### config.mk
export PLATFORM = sky130hd
export DESIGN_NAME = pc_sequencer
export DESIGN_NICKNAME = d
export VERILOG_FILES = /design/src/rtl/pc_sequencer.sv
export SDC_FILE = /design/constraint.sdc
export NUM_CORES = 1
export LEC_CHECK = 0
export CAP_MARGIN = 0
export CORE_MARGIN = 5
export CORE_UTILIZATION = 25
export CTS_BUF_LIST = sky130_fd_sc_hd__clkbuf_16
export DETAILED_ROUTE_END_ITERATION = 10
export MAX_ROUTING_LAYER = met4
export SLEW_MARGIN = 15
export SYNTH_ARGS = -nofsm -noshare
export SYNTH_HDL_FRONTEND = slang
export SYNTH_SLANG_ARGS = --single-unit
### constraint.sdc
create_clock -name clk -period 3.04 [get_ports clk]
set_input_delay 0.608 -clock clk [delete_from_list [all_inputs] [get_ports clk]]
set_output_delay 0.608 -clock clk [all_outputs]
set_load 0.02 [all_outputs]
### src/rtl/pc_sequencer.sv
// pc_sequencer: program counter with branch/call/return redirects, a return-address
// stack, stall/halt handling and a one-cycle flush bubble after every redirect.
module pc_sequencer #(
    parameter int ADDR_W = 8,
    parameter int STACK_DEPTH = 4,
    parameter logic [ADDR_W-1:0] RESET_PC = {ADDR_W{1'b1}}
) (
    input  logic                             clk,
    input  logic                             reset,
    input  logic                             stall,
    input  logic                             halt,
    input  logic                             resume,
    input  logic                             branch,
    input  logic                             call,
    input  logic                             ret,
    input  logic [ADDR_W-1:0]                target,
    output logic [ADDR_W-1:0]                pc,
    output logic                             fetch_valid,
    output logic                             flush,
    output logic                             halted,
    output logic [$clog2(STACK_DEPTH):0]     depth,
    output logic                             err_ovf,
    output logic                             err_unf
);
    localparam int IW = $clog2(STACK_DEPTH);
    localparam int DW = IW + 1;
    localparam logic [DW-1:0] FULL = DW'(STACK_DEPTH);

    typedef enum logic [1:0] {START, RUN, FLUSH, HALT} state_t;

    state_t            state_q, state_d;
    logic [ADDR_W-1:0] pc_q, pc_d;
    logic [DW-1:0]     depth_q, depth_d;
    logic              ovf_q, ovf_d, unf_q, unf_d, push;
    logic [ADDR_W-1:0] stack_q [STACK_DEPTH];
    logic [ADDR_W-1:0] pc_inc;
    logic [IW-1:0]     wr_idx, top_idx;

    assign pc_inc  = pc_q + 1'b1;
    assign wr_idx  = IW'(depth_q);
    assign top_idx = IW'(depth_q - 1'b1);

    always_comb begin
        state_d = state_q;
        pc_d    = pc_q;
        depth_d = depth_q;
        ovf_d   = ovf_q;
        unf_d   = unf_q;
        push    = 1'b0;
        case (state_q)
            START: begin
                pc_d    = pc_inc;
                state_d = RUN;
            end
            RUN: begin
                if (halt) begin
                    state_d = HALT;
                end else if (ret) begin
                    if (depth_q != '0) begin
                        pc_d    = stack_q[top_idx];
                        depth_d = depth_q - 1'b1;
                        state_d = FLUSH;
                    end else begin
                        unf_d = 1'b1;
                        pc_d  = pc_inc;
                    end
                end else if (call) begin
                    pc_d    = target;
                    state_d = FLUSH;
                    push    = depth_q != FULL;
                    depth_d = push ? depth_q + 1'b1 : depth_q;
                    ovf_d   = ovf_q | ~push;
                end else if (branch) begin
                    pc_d    = target;
                    state_d = FLUSH;
                end else if (!stall) begin
                    pc_d = pc_inc;
                end
            end
            FLUSH: state_d = RUN;
            default: state_d = (resume && !halt) ? RUN : HALT;
        endcase
    end

    always_ff @(posedge clk) begin
        if (reset) begin
            state_q <= START;
            pc_q    <= RESET_PC;
            depth_q <= '0;
            ovf_q   <= 1'b0;
            unf_q   <= 1'b0;
        end else begin
            state_q <= state_d;
            pc_q    <= pc_d;
            depth_q <= depth_d;
            ovf_q   <= ovf_d;
            unf_q   <= unf_d;
        end
    end

    // Stack contents are deliberately not reset; depth alone decides what is readable.
    always_ff @(posedge clk) begin
        if (push && !reset) stack_q[wr_idx] <= pc_inc;
    end

    assign pc          = pc_q;
    assign fetch_valid = state_q == RUN;
    assign flush       = state_q == FLUSH;
    assign halted      = state_q == HALT;
    assign depth       = depth_q;
    assign err_ovf     = ovf_q;
    assign err_unf     = unf_q;
endmodule

# Word level (Yosys, flattened, before mapping)
# Memories as Yosys holds them, arrays and structs flattened.
# Cells that the tools add are included.
# totals
wordCells,62
n_memories,1
mem_bits_rw,32
regBits,15
input_bits,16
# mem_list
name,words,word_bits,rd,rd_clocked_by_memory_dff,write_ports,line,rtl
stack_q,4,8,1,0,1,35,logic [ADDR_W-1:0] stack_q [STACK_DEPTH];
# classes
reduce_logical,15
add_sub_neg,3
muxes,24
bitwise_logic,5
eq_ne,9
# op_table
op,n
2-to-1 mux 8 bit,6
one-hot mux 8 bit (2 select lines),1
2-to-1 mux 2 bit,6
2-to-1 mux 3 bit,4
inequality test 5 bit (second input constant),2
adder 8 x 1 -> 8 bit (second input constant),1
AND reduction 4 bit,2
2-to-1 mux 1 bit,6
nonzero test 2 bit,3
AND reduction 5 bit,1
== test 2 bit (second input constant),2
inequality test 4 x 3 -> 1 bit (second input constant),1
inverter 1 bit,4
one-hot mux 2 bit (2 select lines),1
adder 3 x 1 -> 3 bit (second input constant),1
inequality test 3 bit (second input constant),1
AND reduction 3 bit,1
nonzero test 3 bit,1
subtractor 3 x 1 -> 3 bit (second input constant),1
== test 2 x 1 -> 1 bit (second input constant),1
logical AND 1 bit,2
zero test 1 bit,2
zero test 2 bit,1
inequality test 2 x 1 -> 1 bit (second input constant),1
4 further kinds,4

# Depth between registers and ports, before layout
# Gate-level depths: netlist of the first run.
# depth
depth_word,8
mapped_depth,8

# Worst setup path after synthesis of the first run
# OpenSTA, ideal clock, no wires.
# synth_timing
path_kind,flip-flop to flip-flop
from,"reg depth_q[0], in the netlist depth[0]"
to,"reg pc_q[1], in the netlist pc[1]"
setup_time_ns,0.125
path_buffers,2
required_time_ns,2.915
stages_incl_launch_ff,9
setup_slack_ns,0.629
t_arrival_ns,2.286
cell_sequence,dfxtp_1 -> buf_6 -> inv_1 -> ha_1 -> clkbuf_1 -> mux4_2 -> and3_4 -> a2111oi_2 -> o21ai_1
# synth_between
elab_chain_cells,6
elab_cells_between_ends,7
classes_between,1 x add/sub; 4 x mux; 1 x reduce/logical; 1 x memory
# synth_rtl
element,line,rtl
from (decl),33,"logic [DW-1:0] depth_q, depth_d;"
from (signal assigned),95,depth_q <= depth_d;
subtractor 3 x 1 -> 3 bit,--,
memory read (4 x 8 bit),--,
2-to-1 mux 8 bit *,59,if (depth_q != '0) begin
2-to-1 mux 8 bit *,58,end else if (ret) begin
2-to-1 mux 8 bit *,56,if (halt) begin
one-hot mux 8 bit (2 select lines) *,50,case (state_q)
to (signal assigned),94,pc_q <= pc_d;
to (decl),32,"logic [ADDR_W-1:0] pc_q, pc_d;"
# Mark *: on every way between the ends. The rest lies on a longest branch, timed or not. The select of a mux whose other input is x is not followed.
# A chain may end at the register's enable or synchronous reset.

# Final worst setup path of the first run
# layout_timing
from,reg state_q[0]
to,out fetch_valid
# layout_between
elab_chain_cells,1
# layout_rtl
element,line,rtl
from (decl),31,"state_t state_q, state_d;"
from (signal assigned),93,state_q <= state_d;
== test 2 x 1 -> 1 bit,107,assign fetch_valid = state_q == RUN;
to (decl),18,"output logic fetch_valid,"
# No other way between the ends.

==> results by group, run 1 <==
Clocking
  – Count of hold buffers inserted by post-cts repair: 0
  – Clk sink count: 47
  – Root buffer cell: clkbuf_16
  – Number of buffers created by CTS: 5
  – H-Tree Depth: 2
  – CTS tree: yes
  – Resized cells post-CTS: 0
  – Worst-skew pair later-pin latency: 290 ps
  – Maximum root-to-sink buffer count: 2
  – Worst-path clk slew: about 70 ps
  – Post-CTS setup-driven buffer insertion count: 0

Synthesis
  – Number of enable flip-flop cells after synthesis: 32
  – Post-Synthesis Cell Area: about 2300 sq um
  – Most common flop cell mapped by yosys: edfxtp_1
  – Synthesized area per cell: about 13 sq um
  – Portion of the post-synthesis area used by sequential elements: 53.67%
  – FF+latch count, synth: 47
  – Number of standard cells after synthesis: ~190
  – Post-synthesis async set-or-reset flop share: 0%
  – Yosys warnings: 0
  – Synthesized Nets: slightly above 200
  – Post-synth cell types: 53

Placement
  – Placed Cells: 324
  – Detailed placer's ending HPWL: between 4000 and 5000 um
  – Weighted congestion at the end of routability-driven global placement: between 0.8 and 0.9
  – Placement Setup Slack: a little under 400 ps
  – Post-detailed-placement cell area: roughly 2800 sq um
  – Number of buffer cells added on primary ports: 31

Routing
  – Average vias per placed instance: slightly above 5
  – DRT Wirelength: roughly 6000 um
  – First DRT Iteration DRCs: approximately 110
  – Average wire per cell in the routed design: 18.34 um
  – Final routed DRC violation total: 0
  – Via total after detailed routing: roughly 1700
  – First-pass iteration count of the detailed router: 4
  – Routed Antenna Nets: 0

Die
  – Die Area: 11440 sq um
  – Width of the die: ~110 um
  – Effective utilization at floorplan: 25.55%
  – Top-Level Pins: 32
  – Total core area: around 9000 sq um
  – Rows: 35
  – Vert. Die Dim: 107.0 um

GRT
  – Number of antenna violations at the first check in global routing: 0
  – Vias in the first global route: around 1700
  – Sum of overflow across all layers after global routing: 0
  – Total routing usage reported by global routing: between 10% and 20%
  – First-pass GRT wire length: between 9000 and 10000 um
  – Largest net degree at the start of global routing: 16

Critical path
  – Critical Path Start Type: flop
  – Kind of critical path: flop to output port
  – Worst setup EP type: output port
  – Maximum fanout along the worst path: 12
  – Arrival time of data at the critical path endpoint: 1890 ps
  – Required time at the endpoint of the critical path: approximately 2400 ps

Pwr
  – Total power: 1.738 mW
  – Pwr dens: roughly 590 nW/um^2
  – IR drop worst, VDD: ~0.26 mV
  – Leakage component of the power: about 1 nW

Flow run
  – Max-capacitance violation count: 0

Timing
  – Final critical delay including setup and external delays: ~2500 ps
  – Final setup TNS: 0 ps
  – Final number of max-transition violations: 0
  – Headroom to the max-slew limit: 58.60%
  – Ratio of final minimum period to clock period: 82.22%
  – Clock Skew: around 12 ps
  – Hold Violations, Final: 0
  – Final setup vio count: 0
  – Worst setup margin: about 540 ps
  – Worst Hold Slack: ~480 ps
  – Timing-limited maximum frequency: between 400 and 500 MHz
  – RSZ-0062 raised after global routing: no
  – Actual transition at the worst max-transition pin: a little over 600 ps

Final layout
  – Register Area: about 1300 sq um
  – Fillers: between 900 and 1000
  – ANT cells: 0
  – Leading cell type in the layout, fill and taps excluded: edfxtp_1
  – Commonest non-fill, non-tap cells in the layout: edfxtp_1, clkdlybuf4s50_1, dfxtp_1, inv_1
  – Count of nets after finishing: about 240
  – Final standard cell utilization of the core: between 30% and 40%
  – Area of the multi-input gates: about 990 sq um
  – Area overhead of the layout relative to synthesis: 24.76%
  – Fraction of layout instances using a drive strength above 1: between 10% and 20%
  – Number of standard cells in the final layout excluding fillers: 332
  – Cell area after layout: 2932 sq um

Run status
  – Status: complete, no violations

Min path
  – Hold crit path type: flop to flop
-- report_power, final --
part           leakage [nW]  switching [mW]  internal, mW
registers             0.411          0.0438         0.752
clock network        0.0674           0.238         0.303
logic                 0.520           0.229         0.171
-- per-layer routing --
metal | routed length (um) | part of all wire [%] | global-route usage (%)
met1 | 2808 | 46 | 14.31
met2 | 2919 | 48 | 17.94
met3 | 307 | 5.0 | 2.890
met4 | 54 | 0.89 | 2.557
met5 | 0 | 0 | -
-- path summary, 6_finish.rpt --
check | startpoint | endpoint | slack (ps) | cells after the start
max reg2reg | depth[1]$_SDFFE_PP0P_ | pc[0]$_SDFFE_PP1P_ | 760 | 6
max | state_q[0]$_SDFFE_PP0P_ | fetch_valid | 540 | 3
min | err_unf$_SDFFE_PP0P_ | err_unf$_SDFFE_PP0P_ | 480 | 2
min reg2reg | err_unf$_SDFFE_PP0P_ | err_unf$_SDFFE_PP0P_ | 480 | 2
-- layout make-up --
| type | instances | share of cell area (%) |
|---|---|---|
| Clock inverter | 3 | 0.6829 |
| Timing Repair Buffer | 37 | 12.12 |
| Sequential cell | 47 | 43.02 |
| Tap cell | 111 | 4.738 |
| Multi-Input combinational cell | 119 | 33.89 |
| Clock buffer | 5 | 4.268 |
| Inverter | 10 | 1.280 |
-- synthesized netlist by cell type, types with 2 or more instances --
master	n	area, sq um
a21boi_0	2	15.01
o21ai_1	3	15.01
a32o_1	2	20.02
nor3_1	4	20.02
ha_1	6	75.07
and2_1	8	50.05
a22oi_1	3	22.52
o32ai_1	2	17.52
xor2_1	4	35.03
a211oi_1	2	15.01
o221ai_1	2	17.52
clkbuf_1	5	18.77
buf_6	3	33.78
dfxtp_1	15	300.3
nand4_1	2	12.51
edfxtp_1	32	960.9
o21ai_0	5	25.02
o2111ai_1	2	17.52
nand2_1	4	15.01
mux2i_1	2	20.02
mux4_2	8	180.2
and3_1	2	12.51
inv_1	9	33.78
or3_1	4	25.02
a21oi_1	8	40.04
o211ai_1	2	15.01
nand3_1	6	30.03
a221o_1	2	20.02
nor2_1	6	22.52
nor2b_1	2	12.51
nand2b_1	4	25.02
or2_2	2	12.51
xnor2_1	2	17.52
-- registers in the layout, indices dropped and copies added, names as in the netlist --
name,cells
state_q,2
err_unf,1
depth,3
pc,8
err_ovf,1
stack_q,32
-- cells by family after synthesis --
group                    after synthesis  synth area share [%]
XOR/XNOR                               6                 2.236
buffers and inverters                 19                 4.046
flip-flops                            47                 53.67
multiplexers                          10                 8.520
adder cells (fa/ha/maj)                6                 3.195
AO/OA/AOI/OAI                         49                 15.87
AND/OR/NAND/NOR                       48                 12.46
-- critical path: stages, from the launching register on --
cell and delay (ps):
dfxtp_1 550, nand2b_1 230, inv_2 190, clkdlybuf4s50_1 630
No activity file was read; power rests on OpenSTA's default activity.
==> run 2: changes to the inputs <==
==> constraint.sdc (replaced) <==
create_clock -name clk -period 2 [get_ports clk]
set_input_delay 0.4 -clock clk [delete_from_list [all_inputs] [get_ports clk]]
set_output_delay 0.4 -clock clk [all_outputs]
set_load 0.02 [all_outputs]
==> results by group, run 2 (same netlist as run 1, synthesis figures left out) <==
Routing
  – Final routed DRC violation total: 0 (unchanged)
  – First DRT Iteration DRCs: 104 (-4.6%)
  – Via total after detailed routing: 1792 (+4.9%)
  – Average wire per cell in the routed design: 17.23 um (-6.1%)
  – DRT Wirelength: 6201 um (+1.8%)
  – Average vias per placed instance: 4.978 (-3.3%)
  – First-pass iteration count of the detailed router: 4 (unchanged)
  – Routed Antenna Nets: 0 (unchanged)

Final layout
  – Fraction of layout instances using a drive strength above 1: 25.30% (+12 points)
  – ANT cells: 0 (unchanged)
  – Leading cell type in the layout, fill and taps excluded: buf_4
  – Area of the multi-input gates: 1011 sq um (+1.8%)
  – Number of standard cells in the final layout excluding fillers: 360 (+8.4%)
  – Final standard cell utilization of the core: 34.50% (+2.6 points)
  – Register Area: 1265 sq um (+0.30%)
  – Max reg flops: 32 (unchanged)
  – Count of nets after finishing: 270 (+12%)
  – Area overhead of the layout relative to synthesis: 35.04%
  – Largest Register: stack_q
  – Commonest non-fill, non-tap cells in the layout: buf_4, edfxtp_1, clkdlybuf4s50_1, dfxtp_1
  – Fillers: 895 (-2.7%)

Timing
  – RSZ-0062 raised after global routing: no
  – Final number of max-transition violations: 0 (unchanged)
  – Actual transition at the worst max-transition pin: 440.1 ps (-180.9 ps)
  – Worst setup margin: 74.94 ps (-465.5 ps)
  – Final setup vio count: 0 (unchanged)
  – Hold Violations, Final: 0 (unchanged)
  – Clock Skew: 6.246 ps (-5.590 ps)
  – Final critical delay including setup and external delays: approximately 1900 ps
  – Headroom to the max-slew limit: 70.56% (+12 points)
  – Ratio of final minimum period to clock period: 96.25%
  – Timing-limited maximum frequency: between 500 and 600 MHz

Critical path
  – Arrival time of data at the critical path endpoint: 1530 ps (-360 ps)
  – Total number of cells along the worst setup path: 3 (unchanged)
  – Worst setup EP type: output port
  – Worst setup endpoint: flush
  – Ordered list of cells on the worst path: buf_4, nor2b_1, clkdlybuf4s50_1
  – Maximum fanout along the worst path: 8 (-4)
  – Critical Path Start Type: flop
  – Beginning of the critical path: state_q[0]$_SDFFE_PP0P_
  – Top delay family on crit path: buffers and inverters
  – Worst reg2reg endpoint: pc[0]$_SDFFE_PP1P_
  – Number of buffers and inverters on the critical path: 2 (unchanged)
  – Crit path max-delay cell type: clkdlybuf4s50_1
  – Reg2reg setup slack: 150 ps (-610 ps)
  – Kind of critical path: flop to output port
  – Cell depth of the worst flop-to-flop path: 5 (-1)
  – Critical R2R Launch: depth[0]$_SDFFE_PP0P_
  – Largest stage delay on the critical path: 610 ps (-20 ps)
  – Required time at the endpoint of the critical path: 1600 ps (-830 ps)

Clocking
  – Post-CTS setup-driven buffer insertion count: 0 (unchanged)
  – Resized cells post-CTS: 1 (+1)
  – Maximum root-to-sink buffer count: 2 (unchanged)
  – CTS tree: yes
  – Number of buffers created by CTS: 5 (unchanged)
  – Worst-path clk slew: 70 ps (about the same)
  – Count of hold buffers inserted by post-cts repair: 0 (unchanged)
  – Worst-skew pair later-pin latency: 290 ps (about the same)
  – Clk sink count: 47 (unchanged)
  – H-Tree Depth: 2 (unchanged)
  – Root buffer cell: clkbuf_16

GRT
  – Total routing usage reported by global routing: 11.35% (+0.16 points)
  – Number of antenna violations at the first check in global routing: 0 (unchanged)
  – Sum of overflow across all layers after global routing: 0 (unchanged)
  – Vias in the first global route: 1777 (+2.8%)
  – First-pass GRT wire length: 9611 um (+0.28%)
  – Largest net degree at the start of global routing: 17 (+1)

Die
  – Total core area: 9196 sq um (unchanged)
  – Vert. Die Dim: 107.0 um (unchanged)
  – Rows: 35 (unchanged)
  – Die Area: 11440 sq um (unchanged)
  – Effective utilization at floorplan: 25.55% (unchanged)
  – Top-Level Pins: 32 (unchanged)
  – Width of the die: 107.0 um (unchanged)

Min path
  – Hold crit path type: flop to flop

Placement
  – Number of buffer cells added on primary ports: 31 (unchanged)
  – Placement Setup Slack: -205.4 ps (-593.5 ps)
  – Detailed placer's ending HPWL: 4738 um (+8.6%)
  – Placed Cells: 352 (+8.6%)
  – Weighted congestion at the end of routability-driven global placement: 0.7837 (-2.0%)

Pwr
  – Pwr dens: 861.9 nW/um^2 (+45%)
  – IR drop worst, VDD: 0.3807 mV (+48%)
  – Total power: 2.735 mW (+57%)
  – Leakage component of the power: 1.184 nW (+19%)

Flow run
  – Max-capacitance violation count: 0 (unchanged)

Run status
  – Status: complete, no violations
## run 2: worst register-to-register path: stages, from the launching register on
cell and delay, ps:
dfxtp_4 350, buf_4 230, mux4_2 530, and3_1 210, o311ai_1 250, o2111ai_1 160
## run 2: metrics by stage
step | instance area [sq um] | hold slack, ps | TNS (ps)
floorplan | 2367 | 499.1 | -10.58
global placement | 3000 | 465.3 | -5612
detailed placement | 3000 | 466.4 | -5622
CTS | 3151 | 483.0 | 0
global route | 3173 | 522.0 | 0
finish | 3173 | 472.6 | 0
## run 2: report_power, final
| group | switching [mW] | internal [mW] | leakage (nW) |
|---|---|---|---|
| logic | 0.376 | 0.310 | 0.698 |
| registers | 0.0570 | 1.14 | 0.412 |
| clock network | 0.379 | 0.470 | 0.0746 |
## run 2: worst min-delay path by stage
| stage | startpoint | to | depth (start not counted) |
|---|---|---|---|
| floorplan | reset | pc[6]$_SDFFE_PP1P_ | 1 |
| detailed placement | err_unf$_SDFFE_PP0P_ | err_unf$_SDFFE_PP0P_ | 2 |
| finish | err_unf$_SDFFE_PP0P_ | err_unf$_SDFFE_PP0P_ | 2 |
| CTS | err_unf$_SDFFE_PP0P_ | err_unf$_SDFFE_PP0P_ | 2 |
| global route | err_unf$_SDFFE_PP0P_ | err_unf$_SDFFE_PP0P_ | 2 |
| global placement | err_unf$_SDFFE_PP0P_ | err_unf$_SDFFE_PP0P_ | 2 |
## run 2: layout make-up
| cell class | instances | area share [%] |
|---|---|---|
| repair buffers | 65 | 18.06 |
| clock inverters | 3 | 0.7098 |
| clock buffers | 5 | 3.943 |
| flip-flops and latches | 47 | 39.87 |
| inverters | 10 | 1.183 |
| well taps | 111 | 4.377 |
| multi-input cells | 119 | 31.86 |
## run 2: routing by layer
layer  GRT usage, %  up-vias  routed length [um]
met3          2.950        6                 381
met5              -        -                   0
met1          14.93      877                2851
met4          3.470        0                  75
li1               -      848                   -
met2          17.27       61                2893
==> run 3: changes to the inputs <==
--- a/config.mk
+++ b/config.mk
@@ -6,7 +6,7 @@
 export NUM_CORES = 1
 export LEC_CHECK = 0
 export CAP_MARGIN = 0
-export CORE_MARGIN = 5
+export CORE_MARGIN = 3
 export CORE_UTILIZATION = 25
 export CTS_BUF_LIST = sky130_fd_sc_hd__clkbuf_16
 export DETAILED_ROUTE_END_ITERATION = 10
==> results by group, run 3 (same netlist as run 1, synthesis figures left out) <==
Run status
  – Status: complete, no violations

GRT
  – First-pass GRT wire length: 9970 um (+3.7%)
  – Largest net degree at the start of global routing: 15 (-2)
  – Sum of overflow across all layers after global routing: 0 (unchanged)
  – Total routing usage reported by global routing: 13.05% (+1.7 points)
  – Number of antenna violations at the first check in global routing: 0 (unchanged)
  – Vias in the first global route: 1801 (+1.4%)

Final layout
  – Fraction of layout instances using a drive strength above 1: 26.29% (+0.99 points)
  – Cell area after layout: 3249 sq um (+2.4%)
  – Largest Register: stack_q
  – Commonest non-fill, non-tap cells in the layout: buf_4, edfxtp_1, clkdlybuf4s50_1, dfxtp_1
  – Fillers: 861 (-3.8%)
  – Area overhead of the layout relative to synthesis: 38.29%
  – ANT cells: 0 (unchanged)
  – Count of nets after finishing: 273 (+1.1%)
  – Max reg flops: 32 (unchanged)
  – Final standard cell utilization of the core: 36.37% (+1.9 points)
  – Leading cell type in the layout, fill and taps excluded: buf_4

Pwr
  – Leakage component of the power: 1.202 nW (+1.5%)
  – Pwr dens: 879.6 nW/um^2 (+2.1%)
  – Total power: 2.858 mW (+4.5%)
  – IR drop worst, VDD: 0.4022 mV (+5.7%)

Critical path
  – Kind of critical path: flop to output port
  – Arrival time of data at the critical path endpoint: 1540 ps (about the same)
  – Maximum fanout along the worst path: 8 (unchanged)
  – Worst setup EP type: output port
  – Ordered list of cells on the worst path: nor2b_1, clkdlybuf4s50_1
  – Number of buffers and inverters on the critical path: 1 (-1)
  – Critical R2R Launch: depth[1]$_SDFFE_PP0P_
  – Critical Path Start Type: flop
  – Crit path max-delay cell type: clkdlybuf4s50_1
  – Required time at the endpoint of the critical path: 1600 ps (about the same)
  – Reg2reg setup slack: 110 ps (-40 ps)
  – Top delay family on crit path: buffers and inverters
  – Largest stage delay on the critical path: 600 ps (about the same)
  – Cell depth of the worst flop-to-flop path: 7 (+2)
  – Worst reg2reg endpoint: pc[1]$_SDFFE_PP1P_

Routing
  – DRT Wirelength: 6496 um (+4.8%)
  – Final routed DRC violation total: 0 (unchanged)
  – Via total after detailed routing: 1789 (-0.17%)
  – Routed Antenna Nets: 0 (unchanged)
  – First DRT Iteration DRCs: 141 (+36%)
  – Average wire per cell in the routed design: 18.09 um (+5.0%)
  – First-pass iteration count of the detailed router: 4 (unchanged)
  – Average vias per placed instance: 4.983 (+0.11%)

Clocking
  – Count of hold buffers inserted by post-cts repair: 0 (unchanged)
  – Clk sink count: 47 (unchanged)
  – Post-CTS setup-driven buffer insertion count: 0 (unchanged)
  – Worst-skew pair later-pin latency: 290 ps (about the same)
  – Worst-path clk slew: 70 ps (about the same)
  – Number of buffers created by CTS: 5 (unchanged)
  – H-Tree Depth: 2 (unchanged)
  – Root buffer cell: clkbuf_16
  – Maximum root-to-sink buffer count: 2 (unchanged)
  – CTS tree: yes

Timing
  – Final setup TNS: 0 ps (unchanged)
  – Clock Skew: 7.293 ps (+1.048 ps)
  – Hold Violations, Final: 0 (unchanged)
  – RSZ-0062 raised after global routing: yes
  – Actual transition at the worst max-transition pin: 397.7 ps (-42.37 ps)
  – Timing-limited maximum frequency: 516.2 MHz (-0.62%)
  – Worst setup margin: 62.92 ps (-12.02 ps)
  – Ratio of final minimum period to clock period: 96.85% (+0.60 points)
  – Final setup vio count: 0 (unchanged)
  – Final number of max-transition violations: 0 (unchanged)
  – Final critical delay including setup and external delays: 1937 ps (+12.02 ps)
  – Headroom to the max-slew limit: 73.39% (+2.8 points)

Die
  – Effective utilization at floorplan: 26.30% (+0.75 points)
  – Vert. Die Dim: 103.0 um (-3.7%)
  – Die Area: 10600 sq um (-7.3%)
  – Width of the die: 103.0 um (-3.7%)
  – Total core area: 8934 sq um (-2.9%)
  – Top-Level Pins: 32 (unchanged)
  – Rows: 34 (-2.9%)

Placement
  – Placement Setup Slack: -265.3 ps (-59.85 ps)
  – Weighted congestion at the end of routability-driven global placement: 0.8164 (+4.2%)
  – Detailed placer's ending HPWL: 4787 um (+1.0%)
  – Number of buffer cells added on primary ports: 31 (unchanged)
  – Post-detailed-placement cell area: 3069 sq um (+2.3%)

Min path
  – Launch point of the worst hold path: err_unf$_SDFFE_PP0P_
  – Min-Delay Endpoint: err_unf$_SDFFE_PP0P_
  – Cell count of the worst hold path: 2 (unchanged)
  – Hold crit path type: flop to flop

Flow run
  – Max-capacitance violation count: 0 (unchanged)
-- run 3: changes by cell type in the layout (fill, tap and decap cells not counted), sizes merged --
cell          before  now
clkinvlp           0    1
dlymetal6s2s       3    2
buf               34   37
dlygate4sd2        0    1
inv               12   10
clkinv             1    0
bufinv             0    1
-- run 3: through the flow --
stage / hold WS (ps) / instances
floorplan: 499.1 / 185
global placement: 471.1 / 352
detailed placement: 468.0 / 352
CTS: 483.3 / 359
global route: 497.5 / 359
finish: 475.7 / 359
-- run 3: routing by layer --
| layer | wire length (um) | vias to the layer above | track usage [%] |
|---|---|---|---|
| li1 | - | 851 | - |
| met1 | 3104 | 860 | 18.40 |
| met2 | 2917 | 72 | 19.39 |
| met3 | 423 | 6 | 2.436 |
| met4 | 50 | 0 | 3.287 |
| met5 | 0 | - | - |
-- run 3: worst register-to-register path: stages, from the launching register on --
cell and delay, ps:
dfxtp_1 340, inv_1 60, ha_1 310, buf_12 150, mux4_2 300, and3_4 190, a2111oi_2 350, o21ai_1 90
-- run 3: layout make-up --
class | instances | area [sq um] | share of cell area, %
Sequential cell | 47 | 1265 | 38.93
Multi-Input combinational cell | 119 | 1007 | 31.00
Timing Repair Buffer | 68 | 641.9 | 19.75
Tap cell | 108 | 135.1 | 4.159
Clock buffer | 5 | 125.1 | 3.851
Clock inverter | 2 | 37.54 | 1.155
Inverter | 10 | 37.54 | 1.155
-- run 3: power by group --
| part | internal, mW | total (mW) | switching, mW |
|---|---|---|---|
| registers | 1.14 | 1.20 | 0.0525 |
| logic | 0.328 | 0.725 | 0.396 |
| clock network | 0.583 | 0.938 | 0.355 |
| total | 2.05 | 2.86 | 0.804 |
-- run 3: repair_timing --
action	4_1_cts	5_1_grt
cloned	0	0
resized for setup	2	4
setup endpoints to repair	1	4
-- run 3: worst max path at each step --
stage	from	end	cells past startpoint
final	state_q[1]$_SDFFE_PP0P_	flush	2
after floorplan	depth[0]$_SDFFE_PP0P_	pc[1]$_SDFFE_PP1P_	8
after global placement	ret	pc[5]$_SDFFE_PP1P_	6
after CTS	state_q[1]$_SDFFE_PP0P_	fetch_valid	3
after global routing	depth[1]$_SDFFE_PP0P_	pc[0]$_SDFFE_PP1P_	7
after detailed placement	ret	pc[5]$_SDFFE_PP1P_	6
